### src/rtl/mem_arbiter_pkg.sv
// mem_arbiter_pkg
// Shared types for the memory arbiter slice.
//   mem_ctrl_op_e   : level-request operation used by every memory requester
//   mem_arb_state_e : arbiter FSM states
//   mem_arb_grant_e : identifies which requester owns the backend
//   MEM_ARB_TIMEOUT_DEFAULT : default backend watchdog limit
//   is_mem_request  : true for the two encodings that start a transfer
package mem_arbiter_pkg;

  typedef enum logic [1:0] {
    MEM_NOP   = 2'd0,
    MEM_READ  = 2'd1,
    MEM_WRITE = 2'd2
  } mem_ctrl_op_e;

  typedef enum logic [1:0] {
    IDLE = 2'd0,
    XFER = 2'd1,
    DONE = 2'd2
  } mem_arb_state_e;

  typedef enum logic {
    GRANT_CPU = 1'b0,
    GRANT_DBG = 1'b1
  } mem_arb_grant_e;

  localparam int MEM_ARB_TIMEOUT_DEFAULT = 255;

  // The spare encoding (2'd3) is deliberately not a request.
  function automatic logic is_mem_request(input mem_ctrl_op_e op);
    return (op == MEM_READ) || (op == MEM_WRITE);
  endfunction

endpackage

### src/rtl/mem_arb_watchdog.sv
// mem_arb_watchdog
// Counts backend transfer cycles and flags when the limit is reached.
// Ports:
//   clock  : system clock
//   reset  : synchronous, active-low reset
//   clear  : zero the counter (asserted on the grant that starts a transfer)
//   enable : count this cycle (asserted while the transfer is in flight)
//   expire : combinational, high during the LIMIT-th enabled cycle
// Only instantiated when MEM_ARB_TIMEOUT_EN is defined.
module mem_arb_watchdog
  import mem_arbiter_pkg::*;
#(
  parameter int LIMIT = MEM_ARB_TIMEOUT_DEFAULT
) (
  input  logic clock,
  input  logic reset,
  input  logic clear,
  input  logic enable,
  output logic expire
);

  localparam int CW = (LIMIT < 2) ? 1 : $clog2(LIMIT + 1);

  logic [CW-1:0] count_reg;

  always_ff @(posedge clock) begin
    if (!reset) begin
      count_reg <= '0;
    end else if (clear) begin
      count_reg <= '0;
    end else if (enable) begin
      count_reg <= count_reg + CW'(1);
    end
  end

  // Count starts at 0 in the first enabled cycle, so LIMIT-1 marks the
  // LIMIT-th cycle of the transfer.
  assign expire = enable && (count_reg == CW'(LIMIT - 1));

endmodule

### src/rtl/mem_arbiter.sv
// mem_arbiter
// Shares one memory backend port between the CPU controller and the
// debug/loader port. Transfers are serialised; ties alternate round-robin
// with the CPU winning the first tie after reset. dbg_lock keeps the CPU
// off the backend.
// Ports:
//   clock, reset            : system clock, synchronous active-low reset
//   cpu_op/addr/wdata       : CPU request (held until cpu_done)
//   cpu_rdata, cpu_done     : CPU read data (registered), completion pulse
//   dbg_op/addr/wdata       : debug request (held until dbg_done)
//   dbg_rdata, dbg_done     : debug read data (registered), completion pulse
//   dbg_lock                : 1 = CPU is never granted
//   mem_req/we/addr/wdata   : backend request, held until mem_ack
//   mem_rdata, mem_ack      : backend read data, one-cycle completion
//   grant_dbg               : high while the debug port owns the backend
//   timeout                 : watchdog expiry pulse (coincides with done)
// Build option: define MEM_ARB_TIMEOUT_EN to enable the backend watchdog
// (TIMEOUT_CYCLES); otherwise transfers wait forever and timeout stays 0.
module mem_arbiter
  import mem_arbiter_pkg::*;
#(
  parameter int ADDR_WIDTH     = 8,
  parameter int DATA_WIDTH     = 8,
  parameter int TIMEOUT_CYCLES = MEM_ARB_TIMEOUT_DEFAULT
) (
  input  logic                  clock,
  input  logic                  reset,
  input  mem_ctrl_op_e          cpu_op,
  input  logic [ADDR_WIDTH-1:0] cpu_addr,
  input  logic [DATA_WIDTH-1:0] cpu_wdata,
  output logic [DATA_WIDTH-1:0] cpu_rdata,
  output logic                  cpu_done,
  input  mem_ctrl_op_e          dbg_op,
  input  logic [ADDR_WIDTH-1:0] dbg_addr,
  input  logic [DATA_WIDTH-1:0] dbg_wdata,
  output logic [DATA_WIDTH-1:0] dbg_rdata,
  output logic                  dbg_done,
  input  logic                  dbg_lock,
  output logic                  mem_req,
  output logic                  mem_we,
  output logic [ADDR_WIDTH-1:0] mem_addr,
  output logic [DATA_WIDTH-1:0] mem_wdata,
  input  logic [DATA_WIDTH-1:0] mem_rdata,
  input  logic                  mem_ack,
  output logic                  grant_dbg,
  output logic                  timeout
);

  mem_arb_state_e          state_reg;
  mem_arb_grant_e          rr_last_reg;
  mem_arb_grant_e          grant_reg;
  logic                    grant_dbg_reg;
  logic                    mem_req_reg;
  logic                    mem_we_reg;
  logic [ADDR_WIDTH-1:0]   mem_addr_reg;
  logic [DATA_WIDTH-1:0]   mem_wdata_reg;
  logic                    timeout_reg;

  logic                    cpu_eligible;
  logic                    dbg_request;
  logic                    grant_valid;
  mem_arb_grant_e          grant_next;
  mem_ctrl_op_e            sel_op;
  logic [ADDR_WIDTH-1:0]   sel_addr;
  logic [DATA_WIDTH-1:0]   sel_wdata;
  logic                    expire;
  logic                    xfer_end;
  logic [DATA_WIDTH-1:0]   xfer_rdata;
  logic [1:0]              owner_onehot;

  assign cpu_eligible = is_mem_request(cpu_op) && !dbg_lock;
  assign dbg_request  = is_mem_request(dbg_op);

  // On a tie the requester that did not win last time is served.
  always_comb begin
    grant_valid = 1'b0;
    grant_next  = GRANT_CPU;
    if (cpu_eligible && dbg_request) begin
      grant_valid = 1'b1;
      grant_next  = (rr_last_reg == GRANT_CPU) ? GRANT_DBG : GRANT_CPU;
    end else if (cpu_eligible) begin
      grant_valid = 1'b1;
      grant_next  = GRANT_CPU;
    end else if (dbg_request) begin
      grant_valid = 1'b1;
      grant_next  = GRANT_DBG;
    end
  end

  assign sel_op    = (grant_next == GRANT_DBG) ? dbg_op    : cpu_op;
  assign sel_addr  = (grant_next == GRANT_DBG) ? dbg_addr  : cpu_addr;
  assign sel_wdata = (grant_next == GRANT_DBG) ? dbg_wdata : cpu_wdata;

`ifdef MEM_ARB_TIMEOUT_EN
  mem_arb_watchdog #(
    .LIMIT (TIMEOUT_CYCLES)
  ) u_watchdog (
    .clock  (clock),
    .reset  (reset),
    .clear  ((state_reg == IDLE) && grant_valid),
    .enable (state_reg == XFER),
    .expire (expire)
  );
`else
  logic [31:0] unused_timeout_cycles;
  assign unused_timeout_cycles = 32'(TIMEOUT_CYCLES);
  assign expire = 1'b0;
`endif

  // An ack on the expiry cycle takes priority, so a timed-out read only
  // returns all-ones when no ack arrived.
  assign xfer_end   = (state_reg == XFER) && (mem_ack || expire);
  assign xfer_rdata = mem_ack ? mem_rdata : '1;

  always_ff @(posedge clock) begin
    if (!reset) begin
      state_reg     <= IDLE;
      rr_last_reg   <= GRANT_DBG;
      grant_reg     <= GRANT_CPU;
      grant_dbg_reg <= 1'b0;
      mem_req_reg   <= 1'b0;
      mem_we_reg    <= 1'b0;
      mem_addr_reg  <= '0;
      mem_wdata_reg <= '0;
      timeout_reg   <= 1'b0;
    end else begin
      timeout_reg <= 1'b0;
      case (state_reg)
        IDLE: begin
          if (grant_valid) begin
            state_reg     <= XFER;
            rr_last_reg   <= grant_next;
            grant_reg     <= grant_next;
            grant_dbg_reg <= (grant_next == GRANT_DBG);
            mem_req_reg   <= 1'b1;
            mem_we_reg    <= (sel_op == MEM_WRITE);
            mem_addr_reg  <= sel_addr;
            mem_wdata_reg <= sel_wdata;
          end
        end
        XFER: begin
          if (xfer_end) begin
            state_reg   <= DONE;
            mem_req_reg <= 1'b0;
            timeout_reg <= !mem_ack;
          end
        end
        DONE: begin
          // The requester still holds its op here; no arbitration so it
          // is not re-issued.
          state_reg     <= IDLE;
          grant_dbg_reg <= 1'b0;
        end
        default: begin
          state_reg   <= IDLE;
          mem_req_reg <= 1'b0;
        end
      endcase
    end
  end

  // Per-requester completion pulse and read-data register; index 0 is the
  // CPU, index 1 the debug port.
  assign owner_onehot = {grant_reg == GRANT_DBG, grant_reg == GRANT_CPU};

  for (genvar gi = 0; gi < 2; gi++) begin : g_req
    logic [DATA_WIDTH-1:0] rdata_reg;
    logic                  done_reg;

    always_ff @(posedge clock) begin
      if (!reset) begin
        rdata_reg <= '0;
        done_reg  <= 1'b0;
      end else begin
        done_reg <= xfer_end && owner_onehot[gi];
        if (xfer_end && owner_onehot[gi] && !mem_we_reg) begin
          rdata_reg <= xfer_rdata;
        end
      end
    end
  end

  assign cpu_rdata = g_req[0].rdata_reg;
  assign cpu_done  = g_req[0].done_reg;
  assign dbg_rdata = g_req[1].rdata_reg;
  assign dbg_done  = g_req[1].done_reg;
  assign mem_req   = mem_req_reg;
  assign mem_we    = mem_we_reg;
  assign mem_addr  = mem_addr_reg;
  assign mem_wdata = mem_wdata_reg;
  assign grant_dbg = grant_dbg_reg;
  assign timeout   = timeout_reg;

endmodule

### config.mk
export PLATFORM = sky130hd
export DESIGN_NAME = mem_arbiter
export DESIGN_NICKNAME = d
export VERILOG_FILES = /design/src/rtl/mem_arbiter_pkg.sv /design/src/rtl/mem_arb_watchdog.sv /design/src/rtl/mem_arbiter.sv
export SDC_FILE = /design/constraint.sdc
export NUM_CORES = 1
export LEC_CHECK = 0
export CAP_MARGIN = 30
export CORE_ASPECT_RATIO = 0.7
export CORE_MARGIN = 2
export CORE_UTILIZATION = 38
export CTS_CLUSTER_SIZE = 10
export DETAILED_ROUTE_END_ITERATION = 6
export DONT_BUFFER_PORTS = 1
export GPL_TIMING_DRIVEN = 1
export MAX_ROUTING_LAYER = met4
export PLACE_DENSITY = 0.5
export SLEW_MARGIN = 30
export SYNTH_ARGS = -nofsm -noshare
export SYNTH_HDL_FRONTEND = slang
export SYNTH_SLANG_ARGS = --single-unit
export TNS_END_PERCENT = 30
### constraint.sdc
create_clock -name clock -period 4 [get_ports clock]
set_clock_uncertainty 0.1 [all_clocks]
set_input_delay 0.4 -clock clock [delete_from_list [all_inputs] [get_ports clock]]
set_output_delay 0.4 -clock clock [all_outputs]
set_load 0.02 [all_outputs]
==> results by group <==
Timing
  • Worst slew margin: 44.6%
  • Final Max Slew Viols: 0
  • Peak Freq: 525 MHz
  • Setup violations, final: 0
  • RSZ-0062 raised after global routing: false
  • Final critical-path share of the clock period: 47.6%
  • Setup TNS: 0 ps
  • Fin. Hold Viols: 0
  • Final min period: 1900 ps
  • Hold WS: 91.3 ps
  • Slew @ Worst Pin: 827 ps

CTS
  • Clock buffer depth: 2
  • CTS resizes: 0
  • Clock latency on the worst-skew pair: 290 ps
  • Hold-fix buffers, CTS: 0
  • Post-CTS setup buffers: 0
  • H-tree level count: 2
  • CTS tree: built
  • Sink Count: 42
  • Reg clk slew, reported paths: 80 ps
  • Root Buffer: clkbuf_8
  • TritonCTS buffer count: 5

Yosys
  • Avg Cell Area, Syn: 8.92 um^2
  • Post-Syn Instances: 199
  • Cell variety after synth: 34
  • Sequential fraction of the synthesis area: 47.4%
  • Mapped cell area: 0.00178 mm^2
  • Area leader, netlist: dfxtp_1
  • Ys Warns: 0
  • Syn_nets: 247
  • Top-count cell post-synth: dfxtp_1
  • Synth top area cells: dfxtp_1 (47%), nand2_1 (7.0%), a211oi_1 (6.3%), a31oi_1 (5.6%), o21ai_0 (5.1%)
  • Top FF cell, synth: dfxtp_1
  • Synth top area share: 47.4%
  • Number of synthesized flops with an enable pin: 0
  • Yosys reg bits: 42
  • Ys async rst share: 0%
  • Top post-synthesis cells by count: dfxtp_1 (42), nand2_1 (33), nor2_1 (19)

Worst setup path
  • Crit start category: register
  • Reg-to-Reg Start: state_reg[0]$_SDFFE_PN0P_
  • RR Endpoint: dbg_rdata[2]$_SDFFE_PN0P_
  • CP Max Fanout: 16
  • Crit path DAT: 2000 ps
  • R2R depth: 4
  • CP endpoint kind: register
  • Kind of critical path: register to register
  • R2R setup slack: 2100 ps
  • Critical Path RT: 4090 ps

Pwr
  • Comb power frac: 14.2%
  • Overall power: 955 uW
  • Sw Pwr: 299 uW
  • Cell Pwr Density: 511 mW/mm^2
  • VDD IR max: 0.000243 V
  • Seq pwr share: 56.8%
  • Leak pwr: 0.654 nW
  • Clk pwr share: 29.0%
  • Internal Pwr Total: 656 uW
  • Switching part of the total: 31.3%

Routing
  • DRT Pass-1 Iters: 4
  • Drt total wl: 3930 um
  • Vias: 1350
  • Antenna viol nets, final: 0
  • Drt drc: 0
  • Wire per inst: 15.6 um
  • Via density: 5.38
  • DR iter-0 viols: 35

Global routing
  • GRT Util Overall: 16.2%
  • Vias in the first global route: 1362
  • Antenna violations before repair: 0
  • GRT overflow: 0
  • First-pass GRT wire length: 6350 um
  • Largest net degree at the start of global routing: 23

Floorplanning
  • Core Footprint: 0.00440 mm^2
  • Die outline height: 61.2 um
  • # IOs: 86
  • Row count: 20
  • Die area: 0.00524 mm^2
  • Die width: 85.7 um
  • Initial core utilization: 40.3%

Placement
  • Dpl hpwl: 2880 um
  • PortBufs: 0
  • Gpl congestion: 0.715

Layout
  • Proportion of layout cells with a drive suffix above 1: 9.18%
  • Fillcell total: 424
  • # diodes: 0
  • Layout area overhead: 5.21%
  • Nets: 243

Outcome
  • Outcome: finished, final reports clean

Flow run
  • Total of max-cap violations: 0

Worst hold path
  • Hold Startpoint: reset
  • Hold crit path type: input port to register
  • Hold Path Depth: 1
  • Hold Path End: rr_last_reg$_SDFFE_PN1P_
==> placed cells by master, fill, tap and decap left out, types with 2 or more instances in the layout <==
cell type / count
inv_1: 2
xor2_1: 2
a211oi_1: 15
nor2_1: 19
o21ai_0: 18
nand2b_1: 6
a31oi_1: 16
o21ai_1: 2
dfxtp_1: 42
clkbuf_8: 6
nor2b_1: 9
nand2_1: 33
a21oi_1: 5
a211oi_2: 2
==> cells by family after synthesis <==
family / Yosys count / synth area share (%)
xor gates and xnor gates: 4 / 2.40
and+or+nand+nor: 76 / 21.5
DFF: 42 / 47.4
buffers and inverters: 14 / 5.07
other: 1 / 0.211
AOI/OAI and AO/OA: 62 / 23.5
==> metal layers <==
layer	share of wire [%]	global-route usage, %	wire, um	vias up
li1	-	-	-	691
met1	47	20.4	1850	612
met2	44	24.6	1750	42
met3	7.5	5.50	294	5
met4	0.87	5.44	34	0
met5	0	-	0	-
==> stage by stage <==
step	utilization, %	area (um^2)	worst slack, ps	instances
after floorplan	-	1780	2460	199
after CTS	42.4	1870	2090	251
after global placement	40.0	1760	1960	242
after global routing	42.4	1870	1890	251
after detailed placement	40.3	1780	2100	243
final	42.4	1870	2100	251
==> layout make-up <==
class                      instances  area, um^2  share of cell area (%)
clock buffer                       7        86.3                    4.62
clock inverter                     1        5.00                   0.268
inverter                           2        7.51                   0.402
multi-input combinational        143         845                    45.2
sequential                        42         841                    45.0
tap                               55        68.8                    3.68
timing repair buffer               1        15.0                   0.804
==> worst max-delay path, cell delays in order (launching register included) <==
cell,delay (ps)
dfxtp_1,490
nand2_2,170
nor4b_4,730
nor2_1,90
a211oi_1,240
==> worst max path at each step <==
stage | to | startpoint | cells after the start
CTS | dbg_rdata[2]$_SDFFE_PN0P_ | state_reg[0]$_SDFFE_PN0P_ | 4
finish | dbg_rdata[2]$_SDFFE_PN0P_ | state_reg[0]$_SDFFE_PN0P_ | 4
global placement | mem_we$_SDFFE_PN0P_ | dbg_op[0] | 4
detailed placement | dbg_rdata[2]$_SDFFE_PN0P_ | state_reg[0]$_SDFFE_PN0P_ | 4
floorplan | mem_addr[1]$_SDFFE_PN0P_ | state_reg[1]$_SDFFE_PN0P_ | 5
global route | dbg_rdata[5]$_SDFFE_PN0P_ | state_reg[0]$_SDFFE_PN0P_ | 4
==> power groups by stage <==
stage | logic [mW] | clock network, mW | registers [mW]
6_report | 0.135 | 0.277 | 0.543
3_3_place_gp | 0.125 | 0 | 0.553
2_1_floorplan | 0.124 | 0 | 0.542
4_1_cts | 0.136 | 0.291 | 0.544
5_1_grt | 0.155 | 0.304 | 0.548
3_5_place_dp | 0.136 | 0 | 0.553
Note: power is estimated with default switching activity, not from simulation.
